### src/rtl/version_bank.sv
`default_nettype none
// ----------------------------------------------------------------------------
// version_bank : build-ID register bank (git hash + timestamp per repo) with
//                XOR checksum, random reads and a streamed dump.
// Revision     : 1.0
// ----------------------------------------------------------------------------

// Behavioural stand-ins for the patchable init cells; the real cell values
// are rewritten after implementation.
module user_init_64b #(
   parameter logic [63:0] INIT_VALUE = 64'h0
) (
   input  logic        clk,
   output logic [63:0] value
);
   logic unused_clk;
   assign unused_clk = clk;
   assign value      = INIT_VALUE;
endmodule

module user_init_32b #(
   parameter logic [31:0] INIT_VALUE = 32'h0
) (
   input  logic        clk,
   output logic [31:0] value
);
   logic unused_clk;
   assign unused_clk = clk;
   assign value      = INIT_VALUE;
endmodule

module version_bank #(
   parameter int  NUM_REPOS = 5,
   parameter int  USE_INIT  = 1,
   localparam int NW        = 4*NUM_REPOS+1,
   localparam int AW        = $clog2(NW)
) (
   input  logic                     clk,
   input  logic                     rst,
   input  logic [64*NUM_REPOS-1:0]  hash_i,
   input  logic [32*NUM_REPOS-1:0]  ts_i,
   output logic                     init_done,
   input  logic                     rd_req,
   input  logic [AW-1:0]            rd_addr,
   output logic                     rd_ready,
   output logic                     rd_valid,
   output logic [31:0]              rd_data,
   output logic                     rd_err,
   input  logic                     dump_start,
   output logic                     dump_busy,
   output logic                     m_valid,
   input  logic                     m_ready,
   output logic [31:0]              m_data,
   output logic                     m_last
);

   typedef enum logic [1:0] {
      ST_INIT = 2'd0,
      ST_IDLE = 2'd1,
      ST_DUMP = 2'd2
   } state_t;

   localparam logic [AW-1:0] LAST_DATA = AW'(NW-2);
   localparam logic [AW-1:0] LAST_WORD = AW'(NW-1);

   state_t        state, state_next;
   logic [AW-1:0] cnt, cnt_next;
   logic [31:0]   acc, acc_next;
   logic [31:0]   checksum, checksum_next;
   logic          init_done_next;
   logic [31:0]   words [NW];
   logic          rd_accept;
   logic          rd_in_range;

   for (genvar r = 0; r < NUM_REPOS; r++) begin : g_repo
      logic [63:0] hash;
      logic [31:0] ts;
      if (USE_INIT != 0) begin : g_init
         user_init_64b u_hash (.clk(1'b0), .value(hash));
         user_init_32b u_ts   (.clk(1'b0), .value(ts));
      end else begin : g_port
         assign hash = hash_i[64*r +: 64];
         assign ts   = ts_i[32*r +: 32];
      end
      assign words[4*r]   = hash[31:0];
      assign words[4*r+1] = hash[63:32];
      assign words[4*r+2] = ts;
      assign words[4*r+3] = {8'hA5, 8'h00, 8'(r), 8'(NUM_REPOS)};
   end

   if (USE_INIT != 0) begin : g_unused
      logic unused_ports;
      assign unused_ports = ^{hash_i, ts_i};
   end

   assign words[NW-1] = checksum;

   always_ff @(posedge clk) begin
      if (rst) begin
         state     <= ST_INIT;
         cnt       <= '0;
         acc       <= '0;
         checksum  <= '0;
         init_done <= 1'b0;
      end else begin
         state     <= state_next;
         cnt       <= cnt_next;
         acc       <= acc_next;
         checksum  <= checksum_next;
         init_done <= init_done_next;
      end
   end

   // The word counter doubles as the dump pointer once init has finished.
   always_comb begin
      state_next     = state;
      cnt_next       = cnt;
      acc_next       = acc;
      checksum_next  = checksum;
      init_done_next = init_done;
      case (state)
         ST_INIT: begin
            acc_next = acc ^ words[cnt];
            if (cnt == LAST_DATA) begin
               checksum_next  = acc ^ words[cnt];
               init_done_next = 1'b1;
               cnt_next       = '0;
               state_next     = ST_IDLE;
            end else begin
               cnt_next = cnt + 1'b1;
            end
         end
         ST_IDLE: begin
            if (dump_start) begin
               cnt_next   = '0;
               state_next = ST_DUMP;
            end
         end
         ST_DUMP: begin
            if (m_ready) begin
               if (cnt == LAST_WORD) begin
                  cnt_next   = '0;
                  state_next = ST_IDLE;
               end else begin
                  cnt_next = cnt + 1'b1;
               end
            end
         end
         default: state_next = ST_INIT;
      endcase
   end

   assign dump_busy = (state == ST_DUMP);
   assign rd_ready  = init_done & ~dump_busy;
   assign m_valid   = dump_busy;
   assign m_data    = dump_busy ? words[cnt] : 32'h0;
   assign m_last    = dump_busy && (cnt == LAST_WORD);

   assign rd_accept   = rd_req & rd_ready;
   assign rd_in_range = (rd_addr <= LAST_WORD);

   always_ff @(posedge clk) begin
      if (rst) begin
         rd_valid <= 1'b0;
         rd_data  <= 32'h0;
         rd_err   <= 1'b0;
      end else begin
         rd_valid <= rd_accept;
         rd_err   <= rd_accept & ~rd_in_range;
         if (rd_accept) begin
            rd_data <= rd_in_range ? words[rd_addr] : 32'hDEAD_BEEF;
         end
      end
   end

endmodule
`default_nettype wire

### config.mk
export PLATFORM = sky130hd
export DESIGN_NAME = version_bank
export DESIGN_NICKNAME = d
export VERILOG_FILES = /design/src/rtl/version_bank.sv
export SDC_FILE = /design/constraint.sdc
export NUM_CORES = 1
export LEC_CHECK = 0
export CAP_MARGIN = 10
export CORE_AREA = 2 2 217 219
export DETAILED_ROUTE_END_ITERATION = 7
export DIE_AREA = 0 0 219 221
export PLACE_DENSITY_LB_ADDON = 0.3
export SYNTH_ARGS = -nofsm -noshare
export SYNTH_HDL_FRONTEND = slang
export SYNTH_SLANG_ARGS = --single-unit
### constraint.sdc
create_clock -name clk -period 2.4 [get_ports clk]
set_input_delay 0.6 -clock clk [delete_from_list [all_inputs] [get_ports clk]]
set_output_delay 0.6 -clock clk [all_outputs]
set_load 0.01 [all_outputs]
== Yosys cells after proc, flatten, opt, wreduce, memory -nomap -nowiden ==
Cells that the tools add are included.
Word-level totals
  register bits: 106
  input port bits: 490
  output and inout port bits: 71
Cells by class
  add/subtract/negate cells: 1
  magnitude comparators: 3
  eq/ne operators: 8
  multiplexer cells: 18
  bitwise logic cells: 8
  reductions and logical operators: 6
Operators by type and width (count)
  binary-select mux 32 bit (select 5 bit): 2
  2-to-1 mux 32 bit: 6
  bitwise XOR 32 bit: 1
  2-to-1 mux 5 bit: 4
  case mux 5 bit (3 select lines): 1
  greater-or-equal comparator 6 bit (second input constant): 2
  NOT 5 -> 6 bit: 2
  == test 5 bit (second input constant): 2
  2-to-1 mux 2 bit: 4
  case mux 2 bit (3 select lines): 1
  adder 5 x 1 -> 5 bit (second input constant): 1
  <= comparator 5 bit (second input constant): 1
  != test 2 x 1 -> 1 bit (second input constant): 2
  != test 2 bit (second input constant): 2
  AND reduction 4 bit: 1
  bitwise AND 1 bit: 3
  AND reduction 3 bit: 1
  nonzero test 3 bit: 1
  == test 2 x 1 -> 1 bit (second input constant): 1
  == test 2 bit (second input constant): 1
  zero test 2 bit: 1
  NOT 1 bit: 2
  AND reduction 2 bit: 1
  logical AND 1 bit: 1

== Longest topological paths before layout ==
Gate-level depths: netlist of run 1.
  depth in word-level cells: 5
  depth in mapped cells: 8
  mapped depth without buffers: 6

== Modules after synthesis ==
Synthesis of run 1 repeated with hierarchy kept, for this count alone.
Unflattened totals
  cells, all modules: 1988
  area, all modules: 16818.6 um^2
Modules (own cells, without submodules)
  version_bank: instances 1, cells each 1498, area each 13177.6 um^2, seq. area each 2122.0 um^2
  user_init_64b: instances 5, cells each 65, area each 484.2 um^2, seq. area each 0.0 um^2
  user_init_32b: instances 5, cells each 33, area each 244.0 um^2, seq. area each 0.0 um^2

== Least setup slack after synthesis of run 1 ==
Ideal clock, no wire load.
  path type: register -> output
  start: reg cnt[2]
  end: out m_data[8]
  arrival: 1455 ps
  slack: 345 ps
  stages on the path, launching flop included: 8
  buffers on the path: 3
  path through: dfxtp_1 -> buf_4 -> nor4b_4 -> buf_6 -> and2_2 -> buf_2 -> a22oi_1 -> nor2_1
Between the ends
  cells in the longest elaborated chain, start to end: 5
RTL lines
  start: declaration: line 67  | logic [AW-1:0] cnt, cnt_next;
  start signal: assignment: line 107  | cnt <= cnt_next;
  NOT 5 -> 6 bit (implied by the code): line 156  | assign m_data = dump_busy ? words[cnt] : 32'h0;
  binary-select mux 32 bit (select 5 bit): line 156
  2-to-1 mux 32 bit (implied by the code) (2 in series): line 156
  2-to-1 mux 32 bit: line 156
  end: declaration: line 53  | output logic [31:0] m_data,
Every way passes these cells. The select of a mux whose other input is x is not followed.

== Worst setup path after layout of run 1 ==
  start: reg cnt[0]
  end: out m_data[14]
The elaborated chain is that of the path after synthesis.

==> results of run 1 <==
==> cell families (layout without fill, tap and decap cells) <==
logic type | count (synthesis) | in the layout | share of synthesized area
AND/OR/NAND/NOR | 293 | 293 | 0.298
flip-flops | 106 | 106 | 0.427
AO/OA/AOI/OAI | 104 | 104 | 0.129
buffers and inverters | 61 | 160 | 0.0592
XOR/XNOR | 28 | 28 | 0.0493
adder cells (fa/ha/maj) | 9 | 9 | 0.0227
multiplexers | 7 | 7 | 0.0156
other | 0 | 1 | 0
==> per-stage QoR <==
step	setup WS, ns	TNS (ns)	std cells	hold slack, ns	instance area, um^2
finish	-0.0454	-0.444	1315	0.460	7420
floorplan	0.345	0	608	0.429	4970
CTS	-0.170	-3.38	1311	0.457	7210
global route	-0.129	-2.73	1314	0.475	7420
global placement	-0.188	-3.33	1293	0.441	6730
detailed placement	-0.165	-3.12	1293	0.443	6730
==> final cells by class <==
type | count | area share
Antenna cell | 1 | 0.000337
Clock buffer | 9 | 0.0303
Clock inverter | 7 | 0.0113
Inverter | 7 | 0.00354
Multi-Input combinational cell | 441 | 0.382
Sequential cell | 106 | 0.287
Tap cell | 607 | 0.102
Timing Repair Buffer | 137 | 0.183
==> critical path, delay by kind of cell, from the launching register on <==
| family | cells | cell delay (ns) |
|---|---|---|
| simple gates | 3 | 0.72 |
| buf+inv | 3 | 0.38 |
| flops | 1 | 0.37 |
==> where the power goes <==
part | internal, mW | leakage [nW] | switching [mW]
sequential | 1.82 | 0.856 | 0.0530
combinational | 0.293 | 1.50 | 0.376
clock | 0.834 | 0.154 | 0.756
==> sequential cells by signal, summed over array words and instances (netlist names) <==
register / flops
cnt: 5
acc: 32
rd_err: 1
init_done: 1
rd_data: 32
state: 2
rd_valid: 1
checksum: 32
==> Yosys cell counts, types with 2 or more instances <==
cell	count	share of area
o21a_1	2	0.0030
mux2_1	6	0.014
buf_2	16	0.016
nor4_1	2	0.0025
and4_1	2	0.0035
inv_1	7	0.0053
a31o_2	2	0.0035
a21o_1	2	0.0030
a22oi_1	2	0.0030
nor2_1	77	0.058
nor2b_1	10	0.013
ha_1	9	0.023
nand3_1	57	0.057
or2_1	2	0.0025
a211oi_1	30	0.045
nor3b_1	2	0.0030
and3_1	34	0.043
and2_1	3	0.0038
dfxtp_1	106	0.43
nor3_1	22	0.022
nand2b_1	4	0.0050
nand2_1	44	0.033
clkbuf_1	27	0.020
o21ai_0	7	0.0070
nand4_1	23	0.029
xor2_1	25	0.044
xnor2_1	3	0.0053
o21ai_1	7	0.0070
buf_4	10	0.015
a21oi_1	46	0.046
a32oi_1	2	0.0035
==> path summary, 6_finish.rpt <==
kind,slack (ns),cells after the start,startpoint,endpoint
setup / recovery,-0.05,6,cnt[0]$_SDFFE_PP0P_,m_data[14]
hold / removal,0.46,2,rd_data[22]$_SDFFE_PP0P_,rd_data[22]$_SDFFE_PP0P_
setup reg to reg,0.31,9,cnt[0]$_SDFFE_PP0P_,acc[13]$_SDFFE_PP0N_
hold reg to reg,0.46,2,rd_data[22]$_SDFFE_PP0P_,rd_data[22]$_SDFFE_PP0P_
==> metal layers <==
metal  track usage  share of wire  vias to the layer above
met2        0.0916           0.37                      120
li1              -              -                     2312
met3        0.0230          0.072                       15
met1         0.112           0.54                     2108
met4        0.0231          0.016                        2
met5             0        0.00075                        -
==> timing repair <==
action | 4_1_cts | 5_1_grt
pin swaps | 8 | 23
cloned | 0 | 1
hold buffers | 0 | 0
resized for setup | 148 | 90
hold endpoints to repair | 0 | 0
setup buffers | 7 | 4
endpoints found under the setup margin | 34 | 33
==> flow_summary.json, run 1 <==
{
  "drv_slew": 0,
  "cellLeakagePower_nw": 2.51,
  "synth_nets": 1107,
  "power_density_nw_per_um2": 557,
  "cts.clk_slew.worst_paths_ns": 0.09,
  "coreArea_um2": 46100,
  "viasPerCell": 3.47,
  "outcome": "finished, violations left",
  "port_buffers": 80,
  "gp_congestion": 0.753,
  "skew_ns": 0.0133,
  "max_freq_mhz": 409,
  "first_pass_iters": 6,
  "h-tree-depth": 3,
  "ys_seq_elements": 106,
  "cp-end-kind": "output pin",
  "cts_buffers": 9,
  "layout_common_cells": "102 x dfxtp_1, 75 x nor2_1, 57 x nand3_1",
  "layout_min_cycle_time_ns": 2.45,
  "netlist_area_um2": 4970,
  "clock_sinks": 106,
  "crit_top_cell": "buf_12",
  "path_cells": "nor4b_4 > and2_4 > buf_12 > buf_12 > and3_1 > buf_2",
  "avgSynthCellArea_um2": 8.18,
  "drcViolationCount": 0,
  "final-hold-violation-count": 0,
  "seq_area_um2": 2130,
  "die_area_um2": 48400,
  "rsz0062_at_grt": "yes",
  "relSlewSlack": 0.543,
  "setup_ws_ns": -0.0454,
  "cts_tree": "yes",
  "nets": 1201,
  "row_count": 79,
  "antenna_found_initial": 2,
  "clockBufferDepth": 2,
  "async_reset_ff_frac": 0,
  "worstPathRequired_ns": 1.80,
  "num_vias": 4557,
  "track_usage": 0.0725,
  "setup-violations-final": 14,
  "synth-main-ff-cell": "dfxtp_1",
  "synth_seq_area_share": 0.427,
  "grt_pass1_vias": 4417,
  "yosys.cell_types.count": 48,
  "total_power_mw": 4.13,
  "worstPathArrival_ns": 1.85,
  "overflow": 0,
  "worstPathMaxFanout": 9,
  "area_growth_pct": 49.3,
  "hp-class": "reg2reg",
  "ctsRootBufferMaster": "clkbuf_16",
  "drt-total-wl_um": 17400,
  "layout_commonest_cell": "dfxtp_1",
  "clock_latency_ns": 0.36,
  "synth_edf_count": 0,
  "critical-path-max-stage-delay_ns": 0.37,
  "grt_max_degree": 60,
  "post-route-period-util": 1.02,
  "hpwl_um": 12000,
  "ir_worst_vdd_mv": 0.321,
  "post_drt_wl_per_cell_um": 13.2,
  "die_h_um": 221,
  "cp_slowest_cell": "dfxtp_4",
  "ys_warn_count": 0,
  "ios": 561,
  "cap_violations": 0,
  "start_util": 0.108,
  "violations": "setup timing",
  "antenna_left": 0,
  "drt_iter0_drc": 264,
  "tightest_slew_ns": 0.685,
  "path_class": "reg2out",
  "final_core_util": 0.161,
  "fp.dieW_um": 219,
  "drive_gt1_frac": 0.228,
  "syn_inst": 608,
  "multi_input_area_um2": 2830,
  "critPathLaunchType": "flip-flop",
  "grt_pass1_wl_um": 26800,
  "fillCellCount": 5269
}
(Power assumes the default switching activity.)
==> run 2: changes to the inputs <==
Settings changed: SLEW_MARGIN set to 20.
==> results of run 2 <==
Same layout as run 1: the final DEF is identical, and so are final timing and power.
